**src/rtl/ide_pkg.sv**
```systemverilog
// ide_pkg: shared constants for the IDE command arbiter.
//   LBA_W / SEC_W : default widths of the LBA and sector-count fields
//   MAX_SEC       : largest sector count the IDE engine accepts in one command
//   IDLE/ISSUE/RUN: arbiter FSM state encoding
package ide_pkg;

  localparam int LBA_W = 48;
  localparam int SEC_W = 17;

  localparam logic [SEC_W-1:0] MAX_SEC = 17'h10000;

  localparam logic [1:0] IDLE  = 2'd0;
  localparam logic [1:0] ISSUE = 2'd1;
  localparam logic [1:0] RUN   = 2'd2;

endpackage

```
**src/rtl/rr_arbiter.sv**
```systemverilog
// rr_arbiter: round-robin selector over NREQ request lines.
//   clk, pRST : clock, asynchronous active-high reset
//   req       : request vector
//   en        : when high, the current winner becomes the new last-grant pointer
//   grant     : one-hot winner (all zero when nothing requests)
//   idx       : index of the winner
//   any       : at least one request is pending
module rr_arbiter #(
  parameter int NREQ = 2,
  localparam int IW = $clog2(NREQ)
) (
  input  logic            clk,
  input  logic            pRST,
  input  logic [NREQ-1:0] req,
  input  logic            en,
  output logic [NREQ-1:0] grant,
  output logic [IW-1:0]   idx,
  output logic            any
);

  logic [IW-1:0] last;
  logic          found;
  int            cand;

  // Scan the requesters starting just after the last winner and wrapping
  // around, so the most recently served requester is considered last.
  always_comb begin
    idx   = '0;
    found = 1'b0;
    cand  = 0;
    for (int k = 1; k <= NREQ; k++) begin
      cand = (int'(last) + k) % NREQ;
      if (!found && req[cand[IW-1:0]]) begin
        found = 1'b1;
        idx   = cand[IW-1:0];
      end
    end
  end

  assign grant = found ? (NREQ'(1) << idx) : '0;
  assign any   = found;

  // The pointer starts at the highest index so requester 0 wins the first
  // arbitration after reset; it moves on every enabled grant.
  always_ff @(posedge clk or posedge pRST) begin
    if (pRST)
      last <= IW'(NREQ - 1);
    else if (en && found)
      last <= idx;
  end

endmodule

```
**src/rtl/ide_cmd_arbiter.sv**
```systemverilog
// ide_cmd_arbiter: shares one IDE command interface between NREQ requesters.
//   clk, pRST       : clock, asynchronous active-high reset
//   req_valid       : per-requester request, held until req_ready
//   req_lba         : packed start LBA per requester (LBA_W each)
//   req_sec_count   : packed sector count per requester (SEC_W each)
//   req_nwr         : per-requester direction (0 write, 1 read)
//   req_ready       : one-cycle accept pulse
//   req_done        : one-cycle completion pulse
//   req_err         : one-cycle pulse on rejected count or ack timeout
//   IDE_busy        : engine busy, possibly asynchronous to clk
//   IDE_command     : command strobe, held until busy is seen or timeout
//   IDE_LBA, IDE_Sec_Count, IDE_nWR : command fields, stable until next issue
//   grant_id        : index of the current/last grant
//   active          : high from issue until done or timeout
module ide_cmd_arbiter #(
  parameter int NREQ        = 2,
  parameter int ACK_TIMEOUT = 1023,
  parameter int LBA_W       = ide_pkg::LBA_W,
  parameter int SEC_W       = ide_pkg::SEC_W
) (
  input  logic                    clk,
  input  logic                    pRST,
  input  logic [NREQ-1:0]         req_valid,
  input  logic [NREQ*LBA_W-1:0]   req_lba,
  input  logic [NREQ*SEC_W-1:0]   req_sec_count,
  input  logic [NREQ-1:0]         req_nwr,
  output logic [NREQ-1:0]         req_ready,
  output logic [NREQ-1:0]         req_done,
  output logic [NREQ-1:0]         req_err,
  input  logic                    IDE_busy,
  output logic                    IDE_command,
  output logic [LBA_W-1:0]        IDE_LBA,
  output logic [SEC_W-1:0]        IDE_Sec_Count,
  output logic                    IDE_nWR,
  output logic [$clog2(NREQ)-1:0] grant_id,
  output logic                    active
);

  import ide_pkg::*;

  localparam int IW = $clog2(NREQ);
  localparam int CW = $clog2(ACK_TIMEOUT + 1);

  logic            busy_r;
  logic [1:0]      state;
  logic [CW-1:0]   ack_cnt;
  logic [NREQ-1:0] arb_grant;
  logic [IW-1:0]   arb_idx;
  logic            arb_any;
  logic            grant_en;
  logic [SEC_W-1:0] sel_cnt;
  logic            sel_bad;

  assign grant_en = (state == IDLE) && !busy_r && arb_any;
  assign sel_cnt  = req_sec_count[int'(arb_idx)*SEC_W +: SEC_W];
  assign sel_bad  = (sel_cnt == '0) || (sel_cnt > MAX_SEC);

  rr_arbiter #(.NREQ(NREQ)) u_rr (
    .clk   (clk),
    .pRST  (pRST),
    .req   (req_valid),
    .en    (grant_en),
    .grant (arb_grant),
    .idx   (arb_idx),
    .any   (arb_any)
  );

  // IDE_busy may come from another clock domain, so it is registered once
  // and every decision below looks only at the registered copy.
  always_ff @(posedge clk or posedge pRST) begin
    if (pRST)
      busy_r <= 1'b0;
    else
      busy_r <= IDE_busy;
  end

  // Main command FSM. IDLE grants and validates one request; a bad sector
  // count is answered with ready+err and no command. ISSUE holds the strobe
  // until the engine shows busy or the ack window expires. RUN waits for
  // busy to drop and reports completion. Pulses default low every cycle.
  always_ff @(posedge clk or posedge pRST) begin
    if (pRST) begin
      state         <= IDLE;
      ack_cnt       <= '0;
      IDE_command   <= 1'b0;
      IDE_LBA       <= '0;
      IDE_Sec_Count <= '0;
      IDE_nWR       <= 1'b1;
      req_ready     <= '0;
      req_done      <= '0;
      req_err       <= '0;
      grant_id      <= '0;
      active        <= 1'b0;
    end else begin
      req_ready <= '0;
      req_done  <= '0;
      req_err   <= '0;
      case (state)
        IDLE: begin
          if (grant_en) begin
            grant_id  <= arb_idx;
            req_ready <= arb_grant;
            if (sel_bad) begin
              req_err <= arb_grant;
            end else begin
              IDE_LBA       <= req_lba[int'(arb_idx)*LBA_W +: LBA_W];
              IDE_Sec_Count <= sel_cnt;
              IDE_nWR       <= req_nwr[arb_idx];
              IDE_command   <= 1'b1;
              active        <= 1'b1;
              ack_cnt       <= '0;
              state         <= ISSUE;
            end
          end
        end
        ISSUE: begin
          if (busy_r) begin
            IDE_command <= 1'b0;
            state       <= RUN;
          end else if (ack_cnt == CW'(ACK_TIMEOUT - 1)) begin
            IDE_command <= 1'b0;
            req_err     <= NREQ'(1) << grant_id;
            active      <= 1'b0;
            state       <= IDLE;
          end else begin
            ack_cnt <= ack_cnt + CW'(1);
          end
        end
        RUN: begin
          if (!busy_r) begin
            req_done <= NREQ'(1) << grant_id;
            active   <= 1'b0;
            state    <= IDLE;
          end
        end
        default: state <= IDLE;
      endcase
    end
  end

endmodule

```
**config.mk**
```make
export PLATFORM = sky130hd
export DESIGN_NAME = ide_cmd_arbiter
export DESIGN_NICKNAME = d
export VERILOG_FILES = /design/src/rtl/ide_pkg.sv /design/src/rtl/rr_arbiter.sv /design/src/rtl/ide_cmd_arbiter.sv
export SDC_FILE = /design/constraint.sdc
export NUM_CORES = 1
export LEC_CHECK = 0
export CAP_MARGIN = 20
export CORE_ASPECT_RATIO = 0.6
export CORE_MARGIN = 2
export CORE_UTILIZATION = 42
export CTS_CLUSTER_SIZE = 8
export DETAILED_ROUTE_END_ITERATION = 7
export PLACE_DENSITY = 0.86
export SKIP_CTS_REPAIR_TIMING = 1
export SLEW_MARGIN = 20
export SYNTH_ARGS = -nofsm -noshare
export SYNTH_HDL_FRONTEND = slang
export SYNTH_SLANG_ARGS = --single-unit
```
**constraint.sdc**
```tcl
create_clock -name clk -period 3.7 [get_ports clk]
set_clock_uncertainty 0.1 [all_clocks]
set_input_delay 0.74 -clock clk [delete_from_list [all_inputs] [get_ports clk]]
set_output_delay 0.74 -clock clk [all_outputs]
set_load 0.02 [all_outputs]
```
* Word-level counts from Yosys, hierarchy flattened
Cells that the tools add are included.
** Word-level totals
- Bits in registers :: 89
- Input bits :: 137
- Output and inout port bits :: 75
- Logic and storage cells :: 93
** Cells by class
- $add $sub $neg :: 3
- $mul :: 2
- Order comparisons :: 4
- Equal/unequal tests :: 10
- Shifts and indexed selects :: 4
- Mux-type cells :: 39
- Bitwise gates (word level) :: 1
- Reduce and logical (&&, ||, !) cells :: 17
** Operator list (number)
- $shiftx A96 B8 Y48 :: 1
- $mux W10 :: 4
- $shiftx A34 B7 Y17 :: 1
- $mux W2 :: 14
- $pmux W10 S2 :: 1
- $gt A17 B17 Y1 const B :: 1
- $logic_not A17 Y1 :: 1
- $mux W1 :: 16
- $add A10 B1 Y10 const B :: 1
- $eq A10 B10 Y1 const B :: 1
- $ne A2 B2 Y1 const B :: 5
- $reduce_and A4 Y1 :: 2
- $lt A1 B2 Y1 const B :: 3
- $mul A1 B5 Y6 const B :: 1
- $pmux W2 S3 :: 1
- $reduce_and A6 Y1 :: 1
- $reduce_and A5 Y1 :: 1
- $logic_and A1 B1 Y1 :: 4
- $pmux W2 S2 :: 1
- $shl A1 B1 Y2 const A :: 2
- $mul A1 B2 Y3 const B :: 1
- $ne A3 B3 Y1 const B :: 1
- $pmux W1 S3 :: 1
- $reduce_and A3 Y1 :: 1
- 12 further kinds :: 14

* Longest topological paths before layout
- Word-level depth :: 14
- Gate-level depth with buffers :: 9
- Mapped depth without buffers :: 7

* Hierarchy
A second synthesis with hierarchy kept.
** Second synthesis, totals
- Cells, all modules :: 437
- Area, all modules :: 4365.4 µm²
** Modules (own cells, without submodules)
- ide_cmd_arbiter :: instances 1, cells an instance 428, area each 4291.6 µm², sequential area each 2203.4 µm²
- rr_arbiter :: instances 1, cells an instance 9, area each 73.8 µm², sequential area each 26.3 µm²

* Worst setup path after synthesis
OpenSTA, ideal clock, no wires.
- Path type :: input port to flip-flop
- Start :: input port req_sec_count[4]
- End :: register ack_cnt[1]
- Library setup time :: 0.126 ns
- Arrival :: 2.167 ns
- Required time :: 3.474 ns
- Setup slack :: 1.307 ns
- Cell stages on the path :: 6
- Buffers on the path :: 1
- Cells stage by stage :: nor4_1 -> nand4_1 -> mux2_2 -> nand2_2 -> buf_4 -> a221o_1
** Between the ends
- Longest elaborated chain between the ends :: 5
- Elaborated cells between the ends (all ways) :: 6
- Those cells by class :: order compare: 1; eq/ne: 1; shift: 1; reduce/logical: 3
** RTL lines
- from (decl) :: line ide_cmd_arbiter.sv:25 : input logic [NREQ*SEC_W-1:0] req_sec_count,
- $shiftx A34 B7 Y17 * :: line ide_cmd_arbiter.sv:55 : assign sel_cnt = req_sec_count[int'(arb_idx)*SEC_W +: SEC_W];
- $gt A17 B17 Y1 or $logic_not A17 Y1 (tied branches) :: line ide_cmd_arbiter.sv:56 : assign sel_bad = (sel_cnt == '0) || (sel_cnt > MAX_SEC);
- $logic_or A1 B1 Y1 * :: line ide_cmd_arbiter.sv:56
- $ne A2 B2 Y1 (no line) *
- $reduce_and A5 Y1 (no line) *
- to (signal assigned) :: line ide_cmd_arbiter.sv:126 : ack_cnt <= ack_cnt + CW'(1);
- to (decl) :: line ide_cmd_arbiter.sv:46 : logic [CW-1:0] ack_cnt;
Every way passes the cells marked *; elsewhere a longest branch is shown, timed or not.
A chain may end at the register's enable or synchronous reset.

* Worst setup path after layout
- Start :: input port req_sec_count[29]
- End :: register IDE_LBA[32]
** Between the ends
- Longest elaborated chain between the ends :: 5
- Elaborated cells between the ends (all ways) :: 6
- Those cells by class :: order compare: 1; shift: 1; bitwise: 1; reduce/logical: 3
** RTL lines
- $shiftx A34 B7 Y17 * :: line ide_cmd_arbiter.sv:55
- $gt A17 B17 Y1 or $logic_not A17 Y1 (tied branches) :: line ide_cmd_arbiter.sv:56
- $logic_or A1 B1 Y1 * :: line ide_cmd_arbiter.sv:56
- $not A1 Y1 (no line) *
- $reduce_and A3 Y1 (no line) *
- to (signal assigned) :: line ide_cmd_arbiter.sv:106 : IDE_LBA <= req_lba[int'(arb_idx)*LBA_W +: LBA_W];
- to (decl) :: line ide_cmd_arbiter.sv:32 : output logic [LBA_W-1:0] IDE_LBA,
Marks and branches as above.

==> flow_summary_export.csv <==
group,metric,value,unit
global_routing,track_usage,0.2675,
place,routabilityCongestion,0.9136,
power,ir_drop,0.4645,mV
detailed_routing,wirelength,16.12,mm
layout,area.growth.synth_to_final,53.65,%
clock_tree,cts_root_buf,"clkbuf_16",
floorplanning,fp.dieH,85.65,µm
status,violations,"DRC",
timing,timing.final.crit_period,3.137,ns
power,leakage,2.889,nW
clock_tree,worst_skew_pair.late_latency,0.35,ns
floorplanning,rows,29,
layout,drive_gt1_frac,0.05898,
timing,worstMarginPinSlew,0.7426,ns
timing,setup_viol,0,
clock_tree,numClockSinks,89,
synth,synth_top_area_frac,0.4665,
worst_setup_path,cp_common_cell,"buf_4",
power,power.share.switching,0.4062,
layout,fill_cells,845,
worst_setup_path,worstPathCellList,"clkdlybuf4s50_1, nor4_1, nand4_1, buf_4, mux2i_4, buf_4, nor3_1, a31oi_1",
status,outcome,"finished with violations",
power,seqPwrFrac,0.328,
power,comb_power_share,0.509,
power,pwr-share-clk,0.163,
worst_setup_path,crit_path_top_delay_cell,"buf_4",
timing,max-slew-margin-rel,0.5049,
floorplanning,start_util,0.4360,
timing,grt_setup_unrepaired,"false",
detailed_routing,drc,13,
worst_setup_path,crit_type,"primary input to flip-flop",
clock_tree,cts-buffers-inserted,9,
floorplanning,core_region_area,10700,µm²
run,drv_cap,0,
clock_tree,cts_buffer_depth,2,
floorplanning,die_w,140.1,µm
synth,synth_flop_cell,"dfrtp_1",
worst_setup_path,crit_required,3.86,ns
detailed_routing,dr_total_vias,5099,
clock_tree,cts-htree-levels,3,
timing,fmax,318.8,MHz
layout,fin_area,7171,µm²
global_routing,grt_pass1_wl,25.41,mm
place,numPlacedInstances,869,
worst_setup_path,max_stage_delay,0.52,ns
synth,synthArstFlopShare,1.000,
detailed_routing,drt-pass1-iter-count,7,
detailed_routing,drt_iter0_drc,322,
detailed_routing,wl_per_cell,18.21,µm
power,p_int,3.099,mW
clock_tree,path_clk_slew,0.06,ns
layout,multi_input_area,2200,µm²
min_path,hold_path_class,"flip-flop to flip-flop",
timing,drv_slew,0,
worst_setup_path,cp.arrival,3.30,ns
global_routing,antenna_found_initial,0,
layout,nets,883,
layout,postLayoutCoreUtil,0.6699,
place,placed_area,6899,µm²
timing,finalCritPeriodShare,0.8478,
synth,synth_edf_count,0,
worst_setup_path,worst_setup_path_end_kind,"flip-flop",
place,port_buffers,211,
clock_tree,cts_tree,"done",
floorplanning,num_io_pins,212,
timing,fin_setup_tns,0,ns
global_routing,grt_max_degree,70,
layout,seqCellArea,2230,µm²
synth,synth.net_count,693,
synth,ys_seq_elements,89,
synth,avgSynthCellArea,8.470,µm²
timing,fin_ws,0.5631,ns
detailed_routing,antenna_left,0,
place,place_ws,0.1943,ns
synth,ys_types,54,
synth,ys_top_cells_by_area,"dfrtp_1 (47%), nand2_1 (12%), a31oi_1 (9.0%), nor3_1 (7.6%), nor4_1 (1.7%)",
worst_setup_path,critPathLaunchType,"primary input",
synth,synth_top_area_cell,"dfrtp_1",
synth,ys_warn_count,0,
global_routing,first_global_vias,5017,
layout,diodes,0,
layout,fin_cells,885,
synth,syn_inst,551,
place,dp_hpwl,11.28,mm
power,p_sw,2.120,mW
power,p_per_area,727.8,nW/µm²
worst_setup_path,path_max_fanout,45,
timing,hold_viol_final,0,
global_routing,overflow,0,
synth,yosysSeqAreaShare,0.4777,
floorplanning,dieArea,12000,µm²
detailed_routing,via_per_inst,5.762,
synth,netlist_area,4667,µm²
-- worst paths after layout --
| check | start | to | slack [ns] | depth (start not counted) |
|---|---|---|---|---|
| max in group asynchronous | pRST | u_rr.last | 2.07 | 3 |
| min | grant_id | req_err[0] | 0.44 | 1 |
| max | req_sec_count[29] | IDE_LBA[32] | 0.56 | 8 |
| max reg2reg | state[0] | ack_cnt[7] | 0.67 | 7 |
| min reg2reg | grant_id | req_err[0] | 0.44 | 1 |
| min in group asynchronous | pRST | ack_cnt[0] | 0.69 | 2 |
-- cell type report --
| class | count | share of cell area |
|---|---|---|
| Clock buffer | 9 | 0.03141 |
| Inverter | 14 | 0.007503 |
| Sequential cell | 89 | 0.3109 |
| Timing Repair Buffer | 225 | 0.3127 |
| Tap cell | 139 | 0.02425 |
| Multi-Input combinational cell | 402 | 0.3068 |
| Clock inverter | 7 | 0.006456 |
-- layer usage --
metal  GRT usage  share of wire  up-vias
met1      0.3533           0.42     2421
met2      0.4254           0.45      283
li1            -              -     2364
met4     0.08815          0.020        0
met3     0.08264           0.11       31
met5           0              0        -
-- cell usage in the layout, fill, tap and decap left out, types with 2 or more instances in the layout --
cell type        instances
or4_1                    4
inv_1                   13
a21o_1                   2
clkbuf_16                9
o32ai_1                  2
a211o_1                  2
buf_12                   2
dfrtp_1                 87
mux2_2                   2
xnor2_1                  2
clkinv_4                 2
ha_1                     5
dfstp_2                  2
a221o_1                  3
o211ai_1                 5
and3_1                   2
a31oi_1                 67
or3_1                    3
nand3_1                  8
nor3_1                  71
nand4_1                  5
nand2_1                153
mux2i_4                  2
nand2b_1                 2
a21oi_1                  2
nor4_1                  13
buf_4                   12
o31ai_1                  6
clkinv_2                 5
nor2_1                   7
clkdlybuf4s50_1        211
o21ai_0                 10
o221ai_1                 3
-- worst max-delay path, delay by kind of cell --
family	cells	cell delay, ns
mux	1	0.49
compound gates	1	0.18
simple gates	3	0.70
buf+inv	3	1.16
-- synth_stat cells (all sizes together) (3+ instances only) --
library cell and instances:
a221o 3, a31oi 67, buf 24, clkbuf 22
dfrtp 87, ha 5, inv 14, mux2i 3
nand2 154, nand3 8, nand4 5, nor2 7
nor3 71, nor4 13, o211ai 5, o21ai 10
o221ai 3, o31ai 6, or3 3, or4 4
-- sequential cells by signal, indices dropped and copies added (netlist names) --
register	flops
IDE_LBA	48
IDE_Sec_Count	17
IDE_command	1
IDE_nWR	1
ack_cnt	10
active	1
busy_r	1
grant_id	1
req_done	2
req_err	2
req_ready	2
state	2
u_rr.last	1
-- power groups by stage --
stage | combinational, mW | clock (mW) | sequential (mW)
after detailed placement | 2.64 | 0 | 1.71
final | 2.66 | 0.853 | 1.71
after floorplan | 0.972 | 0 | 2.11
after CTS | 2.66 | 0.863 | 1.71
after global placement | 2.59 | 0 | 1.69
after global routing | 2.84 | 0.902 | 1.76
-- cell families after synthesis --
| group | share of synthesized area |
|---|---|
| XOR/XNOR | 0.003754 |
| flip-flops | 0.4777 |
| AND/OR/NAND/NOR | 0.2676 |
| AO/OA/AOI/OAI | 0.1676 |
| buffers and inverters | 0.05603 |
| multiplexers | 0.01394 |
| adder cells (fa/ha/maj) | 0.01340 |
-- per-stage QoR --
stage	hold WS, ns	power [mW]
2_1_floorplan	0.3890	3.086
3_3_place_gp	0.4132	4.278
3_5_place_dp	0.4275	4.354
4_1_cts	0.4362	5.227
5_1_grt	0.4609	5.507
6_report	0.4372	5.219
(Power assumes the default switching activity.)
==> RTL edit, RTL diff (same settings) <==
`MAX_SEC`: 17'h10000 -> 17'h0C000.
--- a/src/rtl/ide_pkg.sv
+++ b/src/rtl/ide_pkg.sv
@@ -7,7 +7,7 @@
   localparam int LBA_W = 48;
   localparam int SEC_W = 17;
 
-  localparam logic [SEC_W-1:0] MAX_SEC = 17'h10000;
+  localparam logic [SEC_W-1:0] MAX_SEC = 17'h0C000;
 
   localparam logic [1:0] IDLE  = 2'd0;
   localparam logic [1:0] ISSUE = 2'd1;
Check against the original RTL: not equivalent (a bounded check fails within 4 cycles, from zero or initial values and one cycle with pRST high).
==> RTL edit against the unedited design <==
Cell count down 11%. Total power down 0.23%. Worst setup slack better by 120 ps. Sequential share of layout area up 0.69 points. Synthesized area down 5.4%. Routed wire length down 21%. Cell area down 2.2%. Fmax up 4.1%. Via count down 19%. Sequential cell count unchanged. Critical path type unchanged.
==> RTL edit: results (changes against the unedited design) <==
pin count of the biggest net entering global routing 110 (+57%); Global Route Usage Sum 22.82% (-3.9 points); CP arrival 3140 ps (-160 ps); Placed Instance Area 6683 µm² (-3.1%); Synth cell types 43 (-20%); HPWL Detailed 9.817 mm (-13%); top cells by area, synth dfrtp_1 (49%), mux2i_1 (16%), o21ai_1 (7.8%), nand2_1 (6.7%), ha_1 (1.4%); global-route met3 utilization 8.120% (-0.14 points); met2 GRT Util 37.05% (-5.5 points); M1 GR Usage 28.44% (-6.9 points); commonest cells in the netlist dfrtp_1 (87), nand2_1 (79), mux2i_1 (69), o21ai_1 (69), nor2_1 (13); layout cell share with drive strength beyond 1 5.223% (-0.68 points); Comb group 2.53 mW (-5%); Met2 Routed Length 6.044 mm (-18%); met3 wire length 1.158 mm (-34%); delay-heaviest family, CP multiplexers; Slowest cell on crit path mux2i_2; Iteration-0 DRC Markers 228 (-29%); syn nets 585 (-16%); worst vdd ir 0.4839 mV (+4.2%); Finished Layout Cells 786 (-11%); vias in the first global route 4238 (-16%); crit-path max cell delay 490 ps (-30 ps); Initial DRT Pass Iterations 4 (-3); mean number of vias per cell 5.271 (-8.5%); status completed; Critical Path Fanout Max 9 (-80%); Synth Area in Compound Gates 13.74% (-3.0 points); GPL Wtd Cong 0.9277 (+1.5%); first-pass GRT wire length 20.56 mm (-19%); average size of a mapped cell 9.970 µm² (+18%); Switch Pwr 1.976 mW (-6.8%); Regs by FF count IDE_LBA x48, IDE_Sec_Count x17, ack_cnt x10; slew at the pin closest to its max-slew limit 844.8 ps (+102.3 ps); xor/xnor cell area share of the yosys netlist 0% (-0.38 points); mux share of post-synthesis cell area 17.11% (+16 points); WL final 12.76 mm (-21%); Post-Synth Adder-Cell Area 1.416% (+0.076 points); dpl ws 370.9 ps (+176.5 ps); post-synthesis sequential area ratio 50.48% (+2.7 points); leak pwr 3.085 nW (+6.8%)
-- RTL edit: final cells by class --
class	count	area [µm²]
clock inverters	4	76.32
clock buffers	12	256.5
well taps	135	168.9
flip-flops and latches	89	2230
fillers	739	3039
multi-input cells	321	2067
repair buffers	218	2190
inverters	7	27.53
-- RTL edit: per-stage QoR --
step                      hold WS [ps]  power (mW)
after global routing             405.1       5.516
after CTS                        371.6       5.242
after global placement           354.5       4.126
final                            371.2       5.207
after detailed placement         362.3       4.222
after floorplan                  363.6       2.990
-- RTL edit: worst paths after layout --
kind / depth (start not counted) / startpoint / slack (ps) / endpoint
max reg2reg: 8 / state[1] / 1160 / ack_cnt[6]
min: 2 / IDE_nWR / 370 / IDE_nWR
max in group asynchronous: 3 / pRST / 2050 / state[0]
max: 8 / req_sec_count[13] / 690 / ack_cnt[2]
min in group asynchronous: 2 / pRST / 770 / IDE_LBA[40]
min reg2reg: 2 / IDE_nWR / 370 / IDE_nWR
